--- config.mk ---
export PLATFORM = sky130hd
export DESIGN_NAME = register_file
export DESIGN_NICKNAME = d
export VERILOG_FILES = /design/src/rtl/register_file.sv
export SDC_FILE = /design/constraint.sdc
export NUM_CORES = 2
export LEC_CHECK = 0
export CAP_MARGIN = 40
export CORE_MARGIN = 1
export CORE_UTILIZATION = 25
export DETAILED_ROUTE_END_ITERATION = 12
export PLACE_DENSITY = 0.47
export SYNTH_ARGS = -nofsm -noshare
export SYNTH_HDL_FRONTEND = slang
export SYNTH_SLANG_ARGS = --single-unit
--- constraint.sdc ---
create_clock -name clk_in -period 8.35 [get_ports clk_in]
set_clock_uncertainty 0.05 [all_clocks]
set_input_delay 2.505 -clock clk_in [delete_from_list [all_inputs] [get_ports clk_in]]
set_output_delay 2.505 -clock clk_in [all_outputs]
set_load 0.02 [all_outputs]
--- src/rtl/register_file.sv ---
// -----------------------------------------------------------------------------
// register_file
//
// Architectural register file plus register-status (rename tag) table.
// Holds REG_NUM x XLEN values and one TAG_W-bit ROB tag per register. A tag of
// zero means "no pending producer"; ROB ids run 1..2**TAG_W-1. x0 is hard-wired
// to zero (tag 0, value 0).
//
// Optional feature (compile-time macro REGFILE_BYPASS_EN):
//   defined   - a commit is forwarded to the query ports in the same cycle.
//   undefined - query ports reflect registered state only.
//
// Ports:
//   clk_in                  system clock
//   rst_in                  asynchronous active-low reset
//   rdy_in                  global ready; low freezes all state
//   _clear                  ROB flush: drop every pending tag, ignore launch
//   _rf_launch_ready        launch of an instruction with a destination reg
//   _rf_launch_rob_id       ROB id of the launched instruction
//   _rf_launch_register_id  destination register of the launch
//   _rf_commit_ready        commit of the ROB head with a destination reg
//   _rf_commit_rob_id       ROB id of the committing instruction
//   _rf_commit_register_id  destination register of the commit
//   _rf_commit_value        value retired into the register
//   _ask_rd_1/_ask_rd_2     combinational query addresses
//   _dep_rd_1/_dep_rd_2     pending ROB tag of the queried register (0 = none)
//   _dep_value_1/_dep_value_2  architectural value of the queried register
// -----------------------------------------------------------------------------
module register_file #(
    parameter  int REG_NUM = 32,
    parameter  int XLEN    = 32,
    parameter  int TAG_W   = 5,
    localparam int IDX_W   = $clog2(REG_NUM)
) (
    input  logic             clk_in,
    input  logic             rst_in,
    input  logic             rdy_in,
    input  logic             _clear,
    input  logic             _rf_launch_ready,
    input  logic [TAG_W-1:0] _rf_launch_rob_id,
    input  logic [IDX_W-1:0] _rf_launch_register_id,
    input  logic             _rf_commit_ready,
    input  logic [TAG_W-1:0] _rf_commit_rob_id,
    input  logic [IDX_W-1:0] _rf_commit_register_id,
    input  logic [XLEN-1:0]  _rf_commit_value,
    input  logic [IDX_W-1:0] _ask_rd_1,
    input  logic [IDX_W-1:0] _ask_rd_2,
    output logic [TAG_W-1:0] _dep_rd_1,
    output logic [XLEN-1:0]  _dep_value_1,
    output logic [TAG_W-1:0] _dep_rd_2,
    output logic [XLEN-1:0]  _dep_value_2
);

    logic [XLEN-1:0]  value_q [REG_NUM];
    logic [XLEN-1:0]  value_d [REG_NUM];
    logic [TAG_W-1:0] tag_q   [REG_NUM];
    logic [TAG_W-1:0] tag_d   [REG_NUM];

    logic commit_en;
    logic launch_en;

    // x0 never accepts a write; rdy_in gates every update.
    assign commit_en = rdy_in && _rf_commit_ready && (_rf_commit_register_id != '0);
    assign launch_en = rdy_in && _rf_launch_ready && (_rf_launch_register_id != '0);

    // -------------------------------------------------------------------------
    // Next-state logic
    // -------------------------------------------------------------------------
    always_comb begin
        // NOTE: every array element gets a default (hold) before any
        // conditional write, so no path leaves a bit unassigned and no latch
        // is inferred.
        value_d = value_q;
        tag_d   = tag_q;

        if (commit_en) begin
            value_d[_rf_commit_register_id] = _rf_commit_value;
            // Only clear the tag if this commit is still the newest producer;
            // otherwise a younger launch owns the register.
            if (tag_q[_rf_commit_register_id] == _rf_commit_rob_id) begin
                tag_d[_rf_commit_register_id] = '0;
            end
        end

        // Applied after the commit so that a same-register launch wins the tag.
        if (rdy_in && _clear) begin
            for (int i = 0; i < REG_NUM; i++) begin
                tag_d[i] = '0;
            end
        end else if (launch_en) begin
            tag_d[_rf_launch_register_id] = _rf_launch_rob_id;
        end

        value_d[0] = '0;
        tag_d[0]   = '0;
    end

    // -------------------------------------------------------------------------
    // State registers
    // -------------------------------------------------------------------------
    // NOTE: the whole array is reset because a reset must expose zero values
    // and zero tags on the query ports; this forces flops rather than a RAM
    // macro, which is acceptable at 32 entries. Sequential state uses <= only;
    // the combinational block above uses blocking = so later lines see
    // earlier updates within the same evaluation.
    always_ff @(posedge clk_in or negedge rst_in) begin
        if (!rst_in) begin
            value_q <= '{default: '0};
            tag_q   <= '{default: '0};
        end else begin
            value_q <= value_d;
            tag_q   <= tag_d;
        end
    end

    // -------------------------------------------------------------------------
    // Combinational query ports
    // -------------------------------------------------------------------------
    logic [IDX_W-1:0] ask   [2];
    logic [TAG_W-1:0] q_tag [2];
    logic [XLEN-1:0]  q_val [2];

    assign ask[0] = _ask_rd_1;
    assign ask[1] = _ask_rd_2;

    always_comb begin
        for (int k = 0; k < 2; k++) begin
            q_tag[k] = tag_q[ask[k]];
            q_val[k] = value_q[ask[k]];
`ifdef REGFILE_BYPASS_EN
            // Forward a same-cycle commit; commit_en already excludes x0.
            if (commit_en && (ask[k] == _rf_commit_register_id)) begin
                q_val[k] = _rf_commit_value;
                if (tag_q[ask[k]] == _rf_commit_rob_id) begin
                    q_tag[k] = '0;
                end
            end
`else
            // Commits become visible through the registers on the next cycle.
`endif
            if (ask[k] == '0) begin
                q_tag[k] = '0;
                q_val[k] = '0;
            end
        end
    end

    assign _dep_rd_1    = q_tag[0];
    assign _dep_value_1 = q_val[0];
    assign _dep_rd_2    = q_tag[1];
    assign _dep_value_2 = q_val[1];

endmodule

# Word-level counts from Yosys, hierarchy flattened
# Cells that the tools add are included.
classes:
  magnitude_cmp: 6
  muxes: 31
  eq_ne: 1
  n_reduce_logical: 11
  bitwise: 6
ops:
  columns: ["operator", "count"]
  rows:
  - ["bitwise mux 1024 bit", 1]
  - ["binary-select mux 32 bit (select 5 bit)", 2]
  - ["two-way mux 160 bit", 2]
  - ["two-way mux 155 bit", 2]
  - ["two-way mux 32 bit", 7]
  - ["AND 155 x 160 -> 160 bit", 1]
  - ["bitwise mux 160 bit", 1]
  - ["demux 32 bit (select 5 bit)", 1]
  - ["inverter 160 bit", 1]
  - ["binary-select mux 5 bit (select 5 bit)", 3]
  - ["demux 5 bit (select 5 bit)", 2]
  - ["two-way mux 5 bit", 10]
  - ["greater-or-equal comparator 6 bit (second input constant)", 4]
  - ["inverter 5 -> 6 bit", 4]
  - ["< comparator 6 x 1 -> 1 bit (second input constant)", 2]
  - ["logical NOT 5 bit", 2]
  - ["nonzero test 5 bit", 2]
  - ["logical AND 1 bit", 7]
  - ["== test 5 bit", 1]
totals:
  input_bits: 68
  word_cells: 117
  out_inout_bits: 74
  ff_bits: 1147

# Logic depth before layout (Yosys ltp)
depth:
  ltp_word: 12
  ltp_mapped: 12
  mapped_depth_nobuf: 7

# Worst setup path after synthesis
# No wires, ideal clock.
synth_path:
  path_type: "input to output"
  from: "in _ask_rd_2[0]"
  to: "out _dep_rd_2[0]"
  required_time_ns: 5.795
  arrival_ns: 4.891
  stages: 6
  n_path_buf: 3
  slack_ns: 0.904
  path_cell_list: "clkbuf_1 clkbuf_1 buf_1 mux4_2 mux4_2 mux2_2"
synth_via:
  elab_chain_len: 5
  elab_cells_between_ends: 6
  classes_between: "4 x mux; 1 x bitwise; 1 x reduce/logical"
synth_lines:
  columns: ["element", "line_no", "rtl"]
  rows:
  - ["from (decl)", "47", "input logic [IDX_W-1:0] _ask_rd_2,"]
  - ["inverter 5 -> 6 bit (not written as such)", "128", "q_tag[k] = tag_q[ask[k]];"]
  - ["binary-select mux 5 bit (select 5 bit)", "128", null]
  - ["two-way mux 5 bit (not written as such) (2 in series)", "128", null]
  - ["two-way mux 5 bit *", "141", "if (ask[k] == '0) begin"]
  - ["to (decl)", "50", "output logic [TAG_W-1:0] _dep_rd_2,"]
# Mark *: on every way between the ends. The rest lies on a longest branch, timed or not. The select of a mux whose other input is x is not followed.

# Final worst setup path
layout_path:
  from: "in _ask_rd_2[0]"
  to: "out _dep_rd_2[1]"
# Same word-level chain as after synthesis.

==> results_dict.tcl <==
set metrics [dict create \
    status "complete, no violations" \
    worst_pin_slew_ns 0.963 \
    area_delta_synth_final_pct 18.7 \
    cts_tree "yes" \
    detail_route.first_pass.iterations 5 \
    p_clk_share_pct 38.8 \
    core_sq_um 252000 \
    num_vias 41100 \
    grt_pass1_wl_um 329000 \
    yosysTopAreaCell "dfrtp_1" \
    synth_top_cell_area_share_pct 45.1 \
    path_buf_inv 4 \
    critPathMaxStageDelay_ns 0.56 \
    synth_edf_count 0 \
    seqPwrFrac_pct 43.3 \
    rows 184 \
    drive_gt1_share_pct 53.1 \
    die_x_um 507 \
    synth_flop_cell "dfrtp_1" \
    cp.required_ns 5.80 \
    final_cells 7742 \
    power_density_nw_per_um2 204 \
    dieArea_sq_um 257000 \
    grt_pass1_vias 42900 \
    crit_start "_ask_rd_2[0]" \
    cts-htree-levels 4 \
    n_antenna_cell 0 \
    syn_area_sq_um 63700 \
    drt_iter0_drc 3398 \
    p_comb_share_pct 17.9 \
    min_path_type "flop to flop" \
    yosysSeqAreaShare_pct 45.1 \
    grt_max_degree 166 \
    clk_latency_ns 0.78 \
    leakagePower_nw 31.6 \
    place.gp.congestion 0.880 \
    antenna_found_initial 21 \
    post_cts_buffers 0 \
    dp_slack_ns 0.508 \
    layout_setup_ws_ns 0.545 \
    grtUsageTotal_pct 17.6 \
    maxSlewHeadroom_pct 35.8 \
    syn_nets 4289 \
    port_buffers 141 \
    cp-end-kind "output port" \
    cap_violations 0 \
    swShare_pct 26.7 \
    r2r_end "tag_q[5]" \
    worstPathCellList "buf_8, buf_12, buf_12, mux4_2, mux4_2, mux2_2, clkdlybuf4s50_1" \
    reg2reg_depth 8 \
    avgRoutedWirePerCell_um 29.1 \
    min_period_ns 7.80 \
    finalHoldViolations 0 \
    cts_buffer_depth 3 \
    overflow 0 \
    ioPinCount 142 \
    setup_tns_ns 0 \
    intPower_mw 11.3 \
    synthDistinctLibCells 51 \
    finalMaxSlewViolations 0 \
    finalSetupViolations 0 \
    critPathTopFamily "multiplexers" \
    drtAntennaViolNets 0 \
    crit_arrival_ns 5.25 \
    rsz0062_at_grt "no" \
    final_nets 4362 \
    viasPerCell 5.31 \
    initial_utilization_pct 25.2 \
    final_util_pct 29.9 \
    syn_area_per_cell_sq_um 15.1 \
    synth_area_leaders "dfrtp_1, mux4_2, mux2_2, clkbuf_1, o21ai_1" \
    die_h_um 507 \
    synthMostInstantiatedCell "dfrtp_1" \
    critPathMaxFanout 25 \
    r2r_slack_ns 4.66 \
    power_switching_mw 4.12 \
    path_clk_slew_ns 0.06 \
    cts_sinks 1147 \
    vdd_ir_drop_max_v 0.000229 \
    fmax_mhz 128 \
    drc 0 \
    cts_made_buffers 131 \
    ys_ff_latch 1147 \
    dp_hpwl_um 142000 \
    start_kind "input port" \
    yosysWarnings 0 \
    synthTopCellsByCount "dfrtp_1, mux2_2, mux4_2, clkbuf_1, nand2_1" \
    wirelength_um 225000 \
    crit_slowest_cell "clkdlybuf4s50_1" \
    fin_crit_sh_pct 93.5 \
    r2r-start "tag_q[101]" \
    cts_root_buf "clkbuf_16" \
    cp.depth 7 \
    cts-hold-fix-buffers 0 \
    crit_end "_dep_rd_2[1]" \
    synthCells 4221 \
    worstSetupPathType "input port to output port" \
    place_inst 7508 \
    cts_resized 0 \
    async_reset_ff_share_pct 100 \
]
-- worst min path at each step --
| stage | from | to | slack (ns) | cells past startpoint |
|---|---|---|---|---|
| detailed placement | value_q[838] | value_q[838] | 0.45 | 1 |
| global placement | value_q[834] | value_q[834] | 0.43 | 1 |
| CTS | value_q[838] | value_q[838] | 0.46 | 1 |
| global route | value_q[861] | value_q[861] | 0.48 | 1 |
| finish | value_q[838] | value_q[838] | 0.46 | 1 |
| floorplan | value_q[833] | value_q[833] | 0.42 | 1 |
-- sequential cells by signal, summed over array words and instances (netlist names) --
signal   count
value_q    992
tag_q      155
-- worst reg2reg max path, delay by kind of cell (launching register included) --
kind,cells,cell delay [ns]
and+or+nand+nor,2,1.45
AOI/OAI and AO/OA,4,0.71
DFF,1,0.42
muxes,1,0.57
buffers and inverters,1,0.38
-- stage by stage --
| stage | cell area (sq um) | hold WS, ns | total power, mW |
|---|---|---|---|
| floorplan | 63700 | 0.421 | 8.50 |
| global placement | 70200 | 0.433 | 9.45 |
| detailed placement | 71200 | 0.446 | 9.56 |
| CTS | 75500 | 0.459 | 15.6 |
| global route | 75500 | 0.477 | 16.1 |
| finish | 75500 | 0.456 | 15.4 |
-- layer usage --
layer	track usage, %	up-vias	wire (um)	part of all wire [%]
li1	-	16700	-	-
met4	4.77	10	6220	2.8
met1	25.1	22700	103000	46
met3	3.38	378	13100	5.8
met2	27.3	1362	103000	46
met5	0	-	49	0.022
-- kinds of logic (layout without fill, tap and decap cells) --
family / count (synthesis) / count (layout) / synth area share, %
buffers and inverters: 443 / 616 / 2.76
AOI/OAI and AO/OA: 276 / 276 / 2.82
muxes: 1854 / 1854 / 45.0
and+or+nand+nor: 500 / 500 / 4.31
xor gates and xnor gates: 1 / 1 / 0.0138
DFF: 1147 / 1147 / 45.1
-- placed cells by master, fill, tap and decap left out, types with 5 or more instances in the layout --
cell and count:
mux4_2 693, mux2_1 45, nand2_4 8, buf_16 18, nor2_1 41, buf_4 123, clkbuf_8 26, clkinv_8 5
buf_8 25, mux2_2 1107, inv_1 7, nand3_1 150, bufinv_16 11, mux2i_1 9, nor4_4 7, nand2_1 195
nor3_1 11, nor2_4 23, clkdlybuf4s50_1 120, a22o_1 78, nor4b_4 18, clkinv_2 21, clkbuf_1 29, o21ai_1 153
and3_1 8, buf_12 83, inv_6 6, clkbuf_16 134, a22oi_1 11, dfrtp_1 1147, a21oi_1 14
-- final cells by class --
| cell class | count | area [sq um] |
|---|---|---|
| Clock buffer | 187 | 3790 |
| Sequential cell | 1147 | 28700 |
| Multi-Input combinational cell | 2631 | 33500 |
| Inverter | 7 | 26.3 |
| Tap cell | 3348 | 4190 |
| Timing Repair Buffer | 376 | 4730 |
| Fill cell | 25100 | 177000 |
| Clock inverter | 46 | 593 |
-- power groups by stage --
stage / logic (mW) / registers [mW] / clock network (mW)
6_report: 2.76 / 6.68 / 5.99
5_1_grt: 2.94 / 6.77 / 6.39
4_1_cts: 2.80 / 6.66 / 6.15
3_5_place_dp: 2.79 / 6.76 / 0
3_3_place_gp: 2.72 / 6.73 / 0
2_1_floorplan: 1.90 / 6.60 / 0
Power figures use the tool's default switching activity.
